File: config.mk
export PLATFORM = sky130hd
export DESIGN_NAME = aes_key_schedule_ctrl_flat
export DESIGN_NICKNAME = d
export VERILOG_FILES = /design/src/rtl/aes_key_schedule_ctrl_if.sv /design/src/rtl/aes_key_schedule_ctrl.sv /design/src/flat_wrapper.sv
export SDC_FILE = /design/constraint.sdc
export NUM_CORES = 2
export LEC_CHECK = 0
export BUFFER_PORTS_ARGS = -buffer_cell sky130_fd_sc_hd__clkbuf_2
export CAP_MARGIN = 20
export CORE_MARGIN = 2
export CORE_UTILIZATION = 55
export DETAILED_ROUTE_END_ITERATION = 7
export PLACE_DENSITY_LB_ADDON = 0.3
export SLEW_MARGIN = 10
export SYNTH_ARGS = -nofsm -noshare
export SYNTH_HDL_FRONTEND = slang
export SYNTH_SLANG_ARGS = --single-unit
File: constraint.sdc
create_clock -name clk -period 11.4 [get_ports clk]
set_clock_uncertainty 0.1 [all_clocks]
set_input_delay 1.14 -clock clk [delete_from_list [all_inputs] [get_ports clk]]
set_output_delay 1.14 -clock clk [all_outputs]
set_load 0.05 [all_outputs]
File: src/rtl/aes_key_schedule_ctrl_if.sv
// Request/status/read-port bundle between the AES-128 key-schedule sequencer
// and its client (the cipher round controller).
interface aes_key_schedule_ctrl_if;
  // start is a request qualified by busy: it is taken on a rising edge only while
  // busy is low, and keyIn is sampled on that edge alone. The read port has no
  // handshake: rdKey follows rdRound after the configured latency, and index r is
  // trustworthy once keysAvail >= r (index 0 from the cycle after acceptance).
  logic         start;
  logic [127:0] keyIn;
  logic         busy;
  logic         done;
  logic         keyValid;
  logic [3:0]   keysAvail;
  logic [3:0]   rdRound;
  logic [127:0] rdKey;

  modport master (
    output start, keyIn, rdRound,
    input  busy, done, keyValid, keysAvail, rdKey
  );

  modport slave (
    input  start, keyIn, rdRound,
    output busy, done, keyValid, keysAvail, rdKey
  );
endinterface

File: src/rtl/aes_key_schedule_ctrl.sv
// Iterative AES-128 key expansion: one KeyExpansionRound reused for rounds 1..10,
// results held in an 11 x 128 round-key file with an indexed read port.
module aes_key_schedule_ctrl #(
  parameter int unsigned NUM_ROUNDS   = 10,
  parameter int unsigned READ_LATENCY = 1
) (
  input  logic                          clk,
  input  logic                          reset,
  aes_key_schedule_ctrl_if.slave        bus,
  output logic [1:0]                    dbg_state_o
);

  typedef enum logic [1:0] {
    ST_IDLE   = 2'd0,
    ST_EXPAND = 2'd1,
    ST_READY  = 2'd2
  } state_e;

  localparam logic [3:0] LAST_ROUND = 4'(NUM_ROUNDS);

  localparam logic [2047:0] SBOX_TABLE = {
    128'h637c777bf26b6fc53001672bfed7ab76, 128'hca82c97dfa5947f0add4a2af9ca472c0,
    128'hb7fd9326363ff7cc34a5e5f171d83115, 128'h04c723c31896059a071280e2eb27b275,
    128'h09832c1a1b6e5aa0523bd6b329e32f84, 128'h53d100ed20fcb15b6acbbe394a4c58cf,
    128'hd0efaafb434d338545f9027f503c9fa8, 128'h51a3408f929d38f5bcb6da2110fff3d2,
    128'hcd0c13ec5f974417c4a77e3d645d1973, 128'h60814fdc222a908846eeb814de5e0bdb,
    128'he0323a0a4906245cc2d3ac629195e479, 128'he7c8376d8dd54ea96c56f4ea657aae08,
    128'hba78252e1ca6b4c6e8dd741f4bbd8b8a, 128'h703eb5664803f60e613557b986c11d9e,
    128'he1f8981169d98e949b1e87e9ce5528df, 128'h8ca1890dbfe6426841992d0fb054bb16
  };

  // Entry b sits at bit offset (255-b)*8, and 255-b is ~b for a byte.
  function automatic logic [7:0] sbox(input logic [7:0] b);
    return SBOX_TABLE[{~b, 3'b000} +: 8];
  endfunction

  function automatic logic [7:0] rcon(input logic [3:0] rnd);
    logic [7:0] rc;
    case (rnd)
      4'd1:    rc = 8'h01;
      4'd2:    rc = 8'h02;
      4'd3:    rc = 8'h04;
      4'd4:    rc = 8'h08;
      4'd5:    rc = 8'h10;
      4'd6:    rc = 8'h20;
      4'd7:    rc = 8'h40;
      4'd8:    rc = 8'h80;
      4'd9:    rc = 8'h1b;
      4'd10:   rc = 8'h36;
      default: rc = 8'h00;
    endcase
    return rc;
  endfunction

  function automatic logic [127:0] key_round(input logic [3:0] rnd, input logic [127:0] prev);
    logic [31:0] w0, w1, w2, w3, t, n0, n1, n2, n3;
    w0 = prev[127:96];
    w1 = prev[95:64];
    w2 = prev[63:32];
    w3 = prev[31:0];
    t  = {sbox(w3[23:16]), sbox(w3[15:8]), sbox(w3[7:0]), sbox(w3[31:24])}
         ^ {rcon(rnd), 24'h000000};
    n0 = w0 ^ t;
    n1 = w1 ^ n0;
    n2 = w2 ^ n1;
    n3 = w3 ^ n2;
    return {n0, n1, n2, n3};
  endfunction

  state_e       state_q, state_d;
  logic [3:0]   cnt_q, cnt_d;
  logic [3:0]   avail_q, avail_d;
  logic         valid_q, valid_d;
  logic         done_q, done_d;
  logic [127:0] rk_q [0:10];

  logic         wr_en;
  logic [3:0]   wr_idx;
  logic [127:0] wr_data;
  logic [127:0] prev_key;
  logic [127:0] round_key;

  // cnt is 0 only outside EXPAND, so the guard only keeps the index in range.
  always_comb begin
    prev_key = '0;
    if (cnt_q >= 4'd1 && cnt_q <= 4'd10) prev_key = rk_q[cnt_q - 4'd1];
    round_key = key_round(cnt_q, prev_key);
  end

  always_comb begin
    state_d = state_q;
    cnt_d   = cnt_q;
    avail_d = avail_q;
    valid_d = valid_q;
    done_d  = 1'b0;
    wr_en   = 1'b0;
    wr_idx  = cnt_q;
    wr_data = round_key;
    case (state_q)
      ST_IDLE, ST_READY: begin
        if (bus.start) begin
          state_d = ST_EXPAND;
          cnt_d   = 4'd1;
          avail_d = 4'd0;
          valid_d = 1'b0;
          wr_en   = 1'b1;
          wr_idx  = 4'd0;
          wr_data = bus.keyIn;
        end
      end
      ST_EXPAND: begin
        wr_en   = 1'b1;
        avail_d = cnt_q;
        cnt_d   = cnt_q + 4'd1;
        if (cnt_q == LAST_ROUND) begin
          state_d = ST_READY;
          valid_d = 1'b1;
          done_d  = 1'b1;
        end
      end
      default: state_d = ST_IDLE;
    endcase
  end

  always_ff @(posedge clk) begin
    if (reset) begin
      state_q <= ST_IDLE;
      cnt_q   <= 4'd0;
      avail_q <= 4'd0;
      valid_q <= 1'b0;
      done_q  <= 1'b0;
    end else begin
      state_q <= state_d;
      cnt_q   <= cnt_d;
      avail_q <= avail_d;
      valid_q <= valid_d;
      done_q  <= done_d;
    end
  end

  always_ff @(posedge clk) begin
    if (reset) begin
      for (int i = 0; i < 11; i++) rk_q[i] <= '0;
    end else if (wr_en) begin
      rk_q[wr_idx] <= wr_data;
    end
  end

  logic [127:0] rd_mux;

  always_comb begin
    rd_mux = '0;
    if (bus.rdRound <= 4'd10) rd_mux = rk_q[bus.rdRound];
  end

  if (READ_LATENCY == 0) begin : g_rd_comb
    assign bus.rdKey = rd_mux;
  end else begin : g_rd_reg
    logic [127:0] rd_key_q;
    always_ff @(posedge clk) begin
      if (reset) rd_key_q <= '0;
      else       rd_key_q <= rd_mux;
    end
    assign bus.rdKey = rd_key_q;
  end

  assign bus.busy      = (state_q == ST_EXPAND);
  assign bus.done      = done_q;
  assign bus.keyValid  = valid_q;
  assign bus.keysAvail = avail_q;
  assign dbg_state_o   = state_q;

endmodule
File: src/flat_wrapper.sv
// flat-port wrapper written by rule: the top's interface ports become plain ports
module aes_key_schedule_ctrl_flat 
#(
  parameter int unsigned NUM_ROUNDS   = 10,
  parameter int unsigned READ_LATENCY = 1
)
  (clk, reset, dbg_state_o, bus_start, bus_keyIn, bus_rdRound, bus_busy, bus_done, bus_keyValid, bus_keysAvail, bus_rdKey);
  aes_key_schedule_ctrl_if bus_i ();
  input  logic clk;
  input  logic reset;
  output logic [1:0] dbg_state_o;
  input wire logic [$bits(bus_i.start)-1:0] bus_start;
  input wire logic [$bits(bus_i.keyIn)-1:0] bus_keyIn;
  input wire logic [$bits(bus_i.rdRound)-1:0] bus_rdRound;
  output wire logic [$bits(bus_i.busy)-1:0] bus_busy;
  output wire logic [$bits(bus_i.done)-1:0] bus_done;
  output wire logic [$bits(bus_i.keyValid)-1:0] bus_keyValid;
  output wire logic [$bits(bus_i.keysAvail)-1:0] bus_keysAvail;
  output wire logic [$bits(bus_i.rdKey)-1:0] bus_rdKey;
  assign bus_i.start = bus_start;
  assign bus_i.keyIn = bus_keyIn;
  assign bus_i.rdRound = bus_rdRound;
  assign bus_busy = bus_i.busy;
  assign bus_done = bus_i.done;
  assign bus_keyValid = bus_i.keyValid;
  assign bus_keysAvail = bus_i.keysAvail;
  assign bus_rdKey = bus_i.rdKey;
  aes_key_schedule_ctrl #(.NUM_ROUNDS(NUM_ROUNDS), .READ_LATENCY(READ_LATENCY)) u_core (.clk(clk), .reset(reset), .bus(bus_i), .dbg_state_o(dbg_state_o));
endmodule
# Word-level counts from Yosys, hierarchy flattened
# Memories as Yosys holds them, arrays and structs flattened. A register that Yosys moved wholly into a read port is not among the register bits.
# Index checks and enable logic that the tools add are counted.
[op_classes] add_sub_neg=2 order_cmp=3 eq_ne=5 n_shift=4 n_mux=28 bitwise_logic=11 reduce_logical=10
[ops] operator="$shiftx A2048 B12 Y8 const A" n=4
[ops] operator="$mux W128" n=4
[ops] operator="$xor A32 B32 Y32" n=5
[ops] operator="$reduce_or A128 Y1" n=1
[ops] operator="$not A8 Y8" n=4
[ops] operator="$mux W4" n=7
[ops] operator="$pmux W4 S2" n=2
[ops] operator="$mux W1" n=10
[ops] operator="$le A4 B4 Y1 const B" n=2
[ops] operator="$reduce_or A2 Y1" n=3
[ops] operator="$add A4 B1 Y4 const B" n=1
[ops] operator="$eq A4 B4 Y1 const B" n=1
[ops] operator="$ge A4 B1 Y1 const B" n=1
[ops] operator="$mux W2" n=2
[ops] operator="$pmux W1 S2" n=2
[ops] operator="$pmux W2 S2" n=1
[ops] operator="$reduce_and A2 Y1" n=2
[ops] operator="$sub A4 B1 Y4 const B" n=1
[ops] operator="$reduce_and A3 Y1" n=1
[ops] operator="$eq A2 B1 Y1 const B" n=1
[ops] operator="$eq A2 B2 Y1 const B" n=1
[ops] operator="$logic_not A2 Y1" n=1
[ops] operator="$ne A2 B1 Y1 const B" n=1
[ops] operator="$ne A2 B2 Y1 const B" n=1
[ops] operator="other kinds (3)" n=4
[word_totals] register_bits=12 mem_bits_rw=1408 romBits=128 input_bits=135 output_inout_bits=137 word_cells=70 n_memories=2
[memory_table] name="u_core.rk_q" depth=11 width=128 read_ports=2 rd_clocked_by_memory_dff=1 wr=11 line="aes_key_schedule_ctrl.sv:75" text="logic [127:0] rk_q [0:10];"
[memory_table] name="(name not given)" depth=16 width=8 read_ports=1 rd_clocked_by_memory_dff=1 wr=0 line="aes_key_schedule_ctrl.sv:39" text="case (rnd)"

# Longest topological paths before layout
[logic_depth] depth_word=13 ltp_mapped=37 mapped_depth_nobuf=20

# Worst setup path after synthesis
# Ideal clock, no wire load.
[synth_path] path_type="register -> register" from="register u_core.cnt_q[0]" to="memory u_core.rk_q[12][0], enable pin" setup_ps=617 arrival_ps=8248 required_time_ps=10683 path_slack_ps=2435 stages_incl_launch_ff=19 path_buffers=15 synth_period_minus_slack_ps=8965 path_cell_list="dfxtp_1 -> buf_6 -> buf_12 -> buf_12 -> buf_12 -> buf_6 -> buf_12 -> buf_6 -> buf_12 -> buf_6 -> buf_6 -> buf_6 -> buf_6 -> buf_6 -> buf_4 -> buf_2 -> nor3_1 -> o21ai_0 -> nor2_1"
[synth_rtl] item="from (decl)" line="aes_key_schedule_ctrl.sv:71" text="logic [3:0] cnt_q, cnt_d;"
[synth_rtl] item="from (signal assigned)" line="aes_key_schedule_ctrl.sv:134" text="cnt_q <= cnt_d;"
[synth_rtl] item="to (decl)" line="aes_key_schedule_ctrl.sv:75"

==> PnR_summary.wiki <==
{| class="wikitable"
! Metric !! Value
|-
| Run status || finished clean
|-
| Post-Synthesis Cell Area || 124400 um^2
|-
| Final antenna-violating net count || 0
|-
| Count of flip-flops with a built-in enable after synthesis || 1920
|-
| Via-per-instance ratio || 7.767
|-
| Distinct cell type count after synthesis || roughly 130
|-
| #FFs+latches synth || 2196
|-
| Unrepaired setup endpoints after global routing || false
|-
| Fraction of the cycle the final worst path needs || 0.8295
|-
| Clock insertion delay at the later pin of the skew report || 0.93 ns
|-
| Final core utilization || 0.6032
|-
| TritonCTS clock tree || built
|-
| Die Wd || about 480 um
|-
| Number of antenna violations at the first check in global routing || 30
|-
| Area of the core || 224900 um^2
|-
| Cell types occupying the most area after synthesis || sky130_fd_sc_hd__edfxtp_1, sky130_fd_sc_hd__mux4_2, sky130_fd_sc_hd__dfxtp_1
|-
| Routed wirelength normalized by instance count || around 42 um
|-
| Async S/R FF share, synth || 0
|-
| Via count || 98810
|-
| Worst-Margin Slew || 1.312 ns
|-
| Area of the multi-input gates || 56250 um^2
|-
| R2r setup slk || 1.94 ns
|-
| Library cell contributing the largest single delay on the critical path || sky130_fd_sc_hd__ha_4
|-
| Peak supply drop || 0.0002046 V
|-
| Class of the worst hold path || flip-flop to flip-flop
|-
| Share of Yosys cell area claimed by the top area cell type || 0.4636
|-
| Starting utilization of the core area || 0.5530
|-
| Global Route Usage Sum || 0.4536
|-
| Max-slew headroom || 0.1211
|-
| PortBufs || 271
|-
| Post-layout minimum cycle time || 9.457 ns
|-
| DIE AREA || 229900 um^2
|-
| Endpoint type of the worst setup path || flip-flop
|-
| Filler Cells Inserted || roughly 17000
|-
| Detailed placement HPWL || 322300 um
|-
| Max-cap viol count || 0
|-
| Synth Area per Inst || 12.92 um^2
|-
| Required @ worst endpoint || about 12 ns
|-
| # clock sinks || 2196
|-
| Setup TNS Final || 0 ns
|-
| Final Setup Violations || 0
|-
| Post-Synthesis Net Count || 9816
|-
| Number of optimization iterations in the first detailed-route pass || 7
|-
| Worst path cell trace || inv_2, ha_4, buf_12, mux4_1, mux2i_1, mux2_2, nor2_1, inv_1, ha_1, inv_1, nand3_1, mux2i_1, mux2_2, o31ai_1, a211oi_1, a31o_2, xnor2_2, xnor2_1, mux2i_1, nand2b_1, inv_1
|-
| Most used flip-flop cell after synthesis || sky130_fd_sc_hd__edfxtp_1
|-
| Wire length of the first global-routing pass || 734300 um
|-
| Fraction of final layout cells sized beyond drive strength 1 || 0.2357
|-
| Most instantiated cells after synthesis || sky130_fd_sc_hd__edfxtp_1, sky130_fd_sc_hd__nor2_1, sky130_fd_sc_hd__mux4_2
|-
| Critical path launch point type || flip-flop
|-
| Number of warnings printed during yosys synthesis || 0
|-
| Worst endpoint data arrival time || 10.01 ns
|-
| Post-CTS Setup Bufs || 0
|-
| Highest Clock Rate || 105.7 MHz
|-
| Number of nets in the final layout || 9701
|-
| GR Overflow Total || 0
|-
| I/O Pins || 272
|-
| Count of H-tree levels built during CTS || 4
|-
| Vert. Die Dim || 479.5 um
|-
| Maximum count of clock buffers along a single path || 3
|-
| Power per standard cell area || 202.9 nW/um^2
|-
| Final weighted congestion in routability-driven placement || about 1.1
|-
| Register area share after synthesis || 0.5080
|-
| Via count of the first global-routing pass || 95520
|-
| Number of buffers inserted during clock tree synthesis || between 200 and 250
|-
| Initial drt markers || 18380
|-
| Total area of sequential cells || 63180 um^2
|-
| Cell class contributing the biggest share of worst-path delay || multiplexers
|-
| Mapped Cells || ~9600
|-
| Layout-stage area growth over the synthesis result || 9.077%
|-
| CP Buf/Inv Count || 5
|-
| Post_cts resized || 0
|-
| Leak || around 47 nW
|-
| Largest incremental delay on the critical path || approximately 0.95 ns
|-
| Number of hold-repair buffers added at the cts stage || 0
|-
| Final slew viol count || 0
|-
| Drt total wl || 527900 um
|-
| DRC violations left || 0
|-
| Class of the most critical setup path || flip-flop to flip-flop
|-
| Floorplan row count || 174
|-
| Root cell of the clock tree || sky130_fd_sc_hd__clkbuf_16
|-
| Library cell with the largest summed area after synthesis || sky130_fd_sc_hd__edfxtp_1
|-
| Max Fanout on Critical Path || 96
|-
| Hold violation count in the final report || 0
|-
| Clk slew on worst S/H paths || 0.07 ns
|-
| Largest net degree at the start of global routing || 118
|-
| Most frequently used cell type in the post-synthesis netlist || sky130_fd_sc_hd__edfxtp_1
|}
## final cells by class
class                           count  area share
Multi-Input combinational cell   6403      0.4146
Sequential cell                  2196      0.4658
Clock buffer                      307     0.04659
Antenna cell                       18   0.0003320
Tap cell                         2992     0.02760
Clock inverter                    117     0.01100
Inverter                           85    0.002444
Timing Repair Buffer              603     0.03165
## per-layer routing
metal | global-route usage | vias up | routed length, um
met5 | 0 | - | 184
met4 | 0.3066 | 26 | 44470
met3 | 0.1519 | 2033 | 81300
met2 | 0.6512 | 9953 | 225100
met1 | 0.5874 | 49390 | 176900
li1 | - | 37400 | -
## kinds of logic (layout without fill, tap and decap cells)
group                      after synthesis  after routing  share of synthesized area
AOI/OAI and AO/OA                     1713           1713                    0.09241
xor gates and xnor gates               196            196                    0.01589
adders and majority gates               55             55                   0.005533
buffers and inverters                 1027           1112                    0.04375
DFF                                   2196           2196                     0.5080
muxes                                 1326           1326                     0.2263
other                                    0             18                          0
and+or+nand+nor                       3113           3113                     0.1081
## worst min-delay path, stage by stage, from the launching register on
cell,delay (ns)
sky130_fd_sc_hd__dfxtp_1,0.31
sky130_fd_sc_hd__nand2_1,0.05
sky130_fd_sc_hd__a21oi_1,0.05
## sequential cells by signal, indices dropped and copies added, names as in the netlist, named ones only
name / flops
u_core.bus.done: 1
u_core.bus.keyValid: 1
u_core.bus.keysAvail: 4
u_core.bus.rdKey: 128
u_core.cnt_q: 4
u_core.dbg_state_o: 2
u_core.rk_q: 2048
## layout by cell type (no fill, tap or decap), types with 154 or more instances in the layout
cell,instances
sky130_fd_sc_hd__a21oi_1,371
sky130_fd_sc_hd__o21ai_0,332
sky130_fd_sc_hd__nor3_1,154
sky130_fd_sc_hd__edfxtp_1,1920
sky130_fd_sc_hd__clkbuf_2,267
sky130_fd_sc_hd__nand2_1,810
sky130_fd_sc_hd__buf_4,298
sky130_fd_sc_hd__dfxtp_1,275
sky130_fd_sc_hd__clkbuf_16,226
sky130_fd_sc_hd__a31oi_1,170
sky130_fd_sc_hd__mux4_2,1068
sky130_fd_sc_hd__nand3_1,216
sky130_fd_sc_hd__nor2_1,1428
## power breakdown
group	internal [mW]	leakage [nW]	total, mW	switching [mW]
clock	4.43	3.80	7.74	3.32
sequential	9.21	21.4	9.38	0.172
combinational	2.91	22.1	10.4	7.50
total	16.5	47.2	27.5	11.0
## path summary, 6_finish.rpt
path                                      endpoint                              from  depth (start not counted)
setup reg to reg     u_core.rk_q[13][12]$_DFFE_PP_      u_core.cnt_q[0]$_SDFFE_PP0P_                         21
setup / recovery     u_core.rk_q[13][12]$_DFFE_PP_      u_core.cnt_q[0]$_SDFFE_PP0P_                         21
hold / removal    u_core.bus.keyValid$_SDFFE_PP0P_  u_core.bus.keyValid$_SDFFE_PP0P_                          2
hold reg to reg   u_core.bus.keyValid$_SDFFE_PP0P_  u_core.bus.keyValid$_SDFFE_PP0P_                          2
## metrics by stage
stage / setup slack [ns] / area (um^2) / cells / hold slack (ns) / power, mW
after detailed placement: 2.362 / 127700 / 12270 / 0.3458 / 19.33
after floorplan: 2.435 / 124400 / 9626 / 0.3370 / 15.42
final: 1.943 / 135700 / 12720 / 0.3575 / 27.53
after CTS: 2.329 / 135500 / 12690 / 0.3543 / 26.95
after global routing: 1.723 / 135600 / 12710 / 0.3800 / 27.99
after global placement: 2.517 / 127600 / 12270 / 0.3393 / 19.34
(Power assumes the default switching activity.)
